<file path="src/rtl/turn_action_ctrl.sv">
// Per-turn action sequencer: charges throw power, launches, waits for landing,
// applies damage to the opponent and hands the turn back to game_fsm.
module turn_action_ctrl #(
  parameter int unsigned HP_MAX        = 100,
  parameter int unsigned DAMAGE        = 20,
  parameter int unsigned POWER_MAX     = 100,
  parameter int unsigned TIMEOUT_TICKS = 600
) (
  input  logic       clk,
  input  logic       rst,
  input  logic       start_game,
  input  logic       dog_turn,
  input  logic       cat_turn,
  input  logic       fire_held_local,
  input  logic       fire_held_remote,
  input  logic       tick,
  input  logic       proj_landed,
  input  logic       proj_hit,
  output logic [6:0] power,
  output logic       launch,
  output logic [6:0] launch_power,
  output logic [9:0] time_left,
  output logic       turn_done_dog,
  output logic       turn_done_cat,
  output logic [9:0] hp_local,
  output logic [9:0] hp_remote
);

  localparam logic [9:0] HP_INIT = 10'(HP_MAX);
  localparam logic [9:0] DMG     = 10'(DAMAGE);
  localparam logic [6:0] PMAX    = 7'(POWER_MAX);
  localparam logic [9:0] TMO     = 10'(TIMEOUT_TICKS);

  typedef enum logic [2:0] {
    IDLE, ARM, AIM, CHARGE, FLIGHT, RESOLVE, DONE, HANDOFF
  } state_t;

  state_t     state, state_next;
  logic       owner;        // 0 = dog (local), 1 = cat (remote)
  logic       dir_down;
  logic       start_q;
  logic [9:0] tick_cnt;

  logic fire, owner_turn, abort, counting, timeout;
  logic do_launch, do_hit, start_edge;

  always_comb begin
    fire       = owner ? fire_held_remote : fire_held_local;
    owner_turn = owner ? cat_turn : dog_turn;
    abort      = (state != IDLE) && (state != HANDOFF) && !owner_turn;
    counting   = (state == ARM) || (state == AIM) || (state == CHARGE);
    timeout    = counting && tick && (tick_cnt == TMO - 10'd1);
    start_edge = start_game && !start_q;

    state_next = state;
    case (state)
      IDLE:    if (dog_turn || cat_turn) state_next = ARM;
      ARM:     if (!fire) state_next = AIM;
      AIM:     if (fire) state_next = CHARGE;
      CHARGE:  if (!fire) state_next = FLIGHT;
      FLIGHT:  if (proj_landed) state_next = proj_hit ? RESOLVE : DONE;
      RESOLVE: state_next = DONE;
      DONE:    state_next = HANDOFF;
      HANDOFF: if (!owner_turn) state_next = IDLE;
      default: state_next = IDLE;
    endcase
    // Abort outranks timeout, which outranks a same-cycle release.
    if (timeout) state_next = DONE;
    if (abort)   state_next = IDLE;

    do_launch = (state == CHARGE) && (state_next == FLIGHT);
    do_hit    = (state == RESOLVE) && !abort;

    turn_done_dog = (state == DONE) && !abort && !owner;
    turn_done_cat = (state == DONE) && !abort && owner;
    time_left     = TMO - tick_cnt;
  end

  always_ff @(posedge clk) begin
    if (rst) begin
      state        <= IDLE;
      owner        <= 1'b0;
      dir_down     <= 1'b0;
      start_q      <= 1'b0;
      tick_cnt     <= '0;
      power        <= '0;
      launch       <= 1'b0;
      launch_power <= '0;
      hp_local     <= HP_INIT;
      hp_remote    <= HP_INIT;
    end else begin
      state   <= state_next;
      start_q <= start_game;
      launch  <= do_launch;

      if (state == IDLE && state_next == ARM) begin
        owner    <= !dog_turn;
        tick_cnt <= '0;
      end else if (counting && tick) begin
        tick_cnt <= tick_cnt + 10'd1;
      end

      if (abort || state == DONE || (state == IDLE && state_next == ARM)) begin
        power    <= '0;
        dir_down <= 1'b0;
      end else if (state == CHARGE && fire && tick) begin
        // Ping-pong between 0 and PMAX, turning around at each end.
        if (!dir_down) begin
          if (power == PMAX) begin
            power    <= power - 7'd1;
            dir_down <= 1'b1;
          end else begin
            power <= power + 7'd1;
          end
        end else begin
          if (power == '0) begin
            power    <= power + 7'd1;
            dir_down <= 1'b0;
          end else begin
            power <= power - 7'd1;
          end
        end
      end

      if (do_launch) launch_power <= power;

      if (start_edge) begin
        hp_local  <= HP_INIT;
        hp_remote <= HP_INIT;
      end else if (do_hit) begin
        if (owner) hp_local  <= (hp_local  <= DMG) ? '0 : hp_local  - DMG;
        else       hp_remote <= (hp_remote <= DMG) ? '0 : hp_remote - DMG;
      end
    end
  end

endmodule
</file>
<file path="config.mk">
export PLATFORM = sky130hd
export DESIGN_NAME = turn_action_ctrl
export DESIGN_NICKNAME = d
export VERILOG_FILES = /design/src/rtl/turn_action_ctrl.sv
export SDC_FILE = /design/constraint.sdc
export NUM_CORES = 1
export LEC_CHECK = 0
export ABC_AREA = 1
export BUFFER_PORTS_ARGS = -buffer_cell sky130_fd_sc_hd__buf_2
export CORE_ASPECT_RATIO = 0.7
export CORE_MARGIN = 3
export CORE_UTILIZATION = 40
export CTS_BUF_LIST = sky130_fd_sc_hd__clkbuf_4
export CTS_CLUSTER_SIZE = 12
export DETAILED_ROUTE_END_ITERATION = 10
export PLACE_DENSITY = 0.67
export SLEW_MARGIN = 20
export SYNTH_ARGS = -nofsm -noshare
export SYNTH_HDL_FRONTEND = slang
export SYNTH_SLANG_ARGS = --single-unit
</file>
<file path="constraint.sdc">
create_clock -name clk -period 2.13 [get_ports clk]
set_clock_uncertainty 0.2 [all_clocks]
set_input_delay 0.426 -clock clk [delete_from_list [all_inputs] [get_ports clk]]
set_output_delay 0.426 -clock clk [all_outputs]
set_load 0.02 [all_outputs]
</file>
==> impl_results.md <==
- Post-CTS Hold Buffers: 0
- Die height: 75.28 um
- Routed length per placed instance: 11.63 um
- Post-Layout Cell Count: 567
- Most frequent cells in the layout: 92 x nand2_1, 68 x nor2_1, 46 x buf_2
- Synthesized area per cell: 6.722 um^2
- Endpoints failing hold: 0
- Register area share after synthesis: roughly a third
- Clk_lat worst skew: 350 ps
- Final worst-path cycle share: 106.8%
- Post-route setup TNS: -415.2 ps
- Layout cells sized above 1: 26.68%
- Root Driver: clkbuf_4
- CTS max path bufs: 2
- Failing checks: negative setup slack
- Final Cell Area: 3388 um^2
- CTS tree: yes
- Ys async rst share: 0%
- Area after DPL: 3164 um^2
- PnR worst setup slack: -145.2 ps
- Total clock sinks: 47
- Cell row count: 24
- Post-synth EDFFs: 0
- Main synth FF type: dfxtp_1
- Final slew viol count: 0
- Final total power: around 1.9 mW
- CP Capture Type: output pin
- Die Span X: 105.0 um
- GP Congestion: between 0.8 and 0.9
- Flop2flop setup slack: roughly 140 ps
- I/O pins: 57
- Register area: 958.4 um^2
- Crit path arrival time: 1650 ps
- Number of buffers added on ports: 52
- Initial core utilization: a little over two fifths
- Startpoint types: flop
- Die ar.: between 7000 and 8000 um^2
- Final cell utilization of the core: 52.73%
- Core Region: 6426 um^2
- Initial DRC count: 168
- Finish-stage setup viols: 5
- Peak supply drop: 0.2908 mV
- Hold WC Path Type: in2reg
- # DRC: 0
- Crit Path Class: reg2out
- H-tree Lvls: 2
- GR Overflow Total: 0
- Initial antenna violation count: 0
- Post-layout min period: around 2300 ps
- Syn Inst Count: 408
- Tot GR Track Use: 17.03%
- Post-DRT Antenna Nets: 0
- Area of the multi-input gates: 1682 um^2
- Number of max-cap violations: 0
- Worst EP required: about 1500 ps
- Wirelength, routed: 6.592 mm
- Vias post-DR: 2743
- Power per cell area: 572.0 nW/um^2
- FMAX: approximately 0.44 GHz
- Dpl cells: 556
- CTS Buf Count: 5
- Syn Std Cell Area: around 2700 um^2
- Run status: finished with violations
- Nets: between 400 and 500
- Fill count: around 660
- Yosys reg bits: between 40 and 50
- DPL Wire Length: 5.049 mm
- Static leakage: 1.507 nW
- RSZ-0062 raised after global routing: yes
- Pin count of the biggest net entering global routing: 14
- Clk slew on worst S/H paths: 140 ps
- Drt first pass iters: 6
- Syn-to-layout area delta: 23.54%
- DR vias/cell: 4.838
- Number of global-route vias before repair: 2460
- Yosys cell types: 29
- Total number of yosys warnings: 0
- Inserted Diodes: 0
- Critical-path maximum fanout: 3
- Leading cell type in the layout, fill and taps excluded: nand2_1
- First-pass GRT wire length: ~11 mm
==> critical path: stages (launching register included) <==
cell and delay (ps):
dfxtp_4 400, inv_2 50, ha_4 160, a21oi_4 160, nor3_2 60, a31oi_2 190, xor2_2 160, buf_6 130
==> power breakdown <==
part           leakage (nW)  total [mW]  internal [mW]  switching, mW
Sequential            0.384       0.969          0.912         0.0564
Combinational          1.10       0.571          0.183          0.388
Clock                0.0232       0.398          0.117          0.281
==> state kept, by name, summed over array words and instances (netlist names) <==
name / flops
tick_cnt: 10
start_q: 1
hp_local: 8
launch_power: 7
state: 3
power: 7
owner: 1
hp_remote: 8
dir_down: 1
launch: 1
==> cell families (layout without fill, tap and decap cells) <==
logic type                 count (synthesis)  count (layout)  share of synthesized area (%)
other                                      1               4                         0.1367
buffers and inverters                     58             123                          8.805
xor gates and xnor gates                  29              29                          9.261
AOI/OAI and AO/OA                         30              30                          6.341
adders and majority gates                  8               8                          3.650
and+or+nand+nor                          235             235                          37.50
DFF                                       47              47                          34.31
==> per-stage QoR <==
stage	worst slack, ps	hold WS, ps
final	-145.2	56.91
after global routing	-248.5	44.42
after CTS	-197.9	35.07
after detailed placement	71.14	269.7
after global placement	84.11	267.1
after floorplan	42.39	282.6
==> layer usage <==
metal	part of all wire [%]	track usage, %	up-vias
met4	0.30	3.057	0
met2	43	27.58	85
met5	0	0	-
li1	-	-	1434
met1	51	23.87	1220
met3	6.3	3.685	4
==> cell usage after synthesis, types with 2 or more instances <==
cell type	n	share of area, %
a21oi_1	15	2.7
buf_2	4	0.73
buf_4	5	1.4
dfxtp_1	47	34
ha_1	8	3.6
inv_1	40	5.5
inv_2	8	1.1
nand2_1	93	13
nand2_2	2	0.46
nand3_1	32	5.8
nand3_2	2	0.73
nand4_1	12	2.7
nor2_1	69	9.4
nor2_2	7	1.6
nor3_1	13	2.4
nor3b_1	3	0.82
o211ai_1	3	0.82
o21ai_0	7	1.3
xnor2_1	7	2.2
xor2_1	22	7.0
==> cell type report <==
type | instances | share of cell area, %
Clock inverter | 1 | 0.2216
Timing Repair Buffer | 69 | 12.00
Tap cell | 91 | 3.360
Multi-Input combinational cell | 306 | 49.63
Clock buffer | 5 | 1.108
Sequential cell | 47 | 28.29
Inverter | 48 | 5.391
==> what timing repair did <==
item                       4_1_cts  5_1_grt
setup buffers                    3        2
pin swaps                        7       13
setup endpoints to repair        5       25
resized for setup               18       28
==> worst paths after layout <==
path	depth (start not counted)	start	endpoint
worst min-delay path	2	dog_turn	owner$_SDFFE_PP0P_
worst max register to register	12	tick_cnt[0]$_SDFFE_PP0P_	launch_power[4]$_SDFFE_PP0P_
worst min register to register	2	launch_power[0]$_SDFFE_PP0P_	launch_power[0]$_SDFFE_PP0P_
worst max-delay path	7	tick_cnt[1]$_SDFFE_PP0P_	time_left[8]
(Power assumes the default switching activity.)
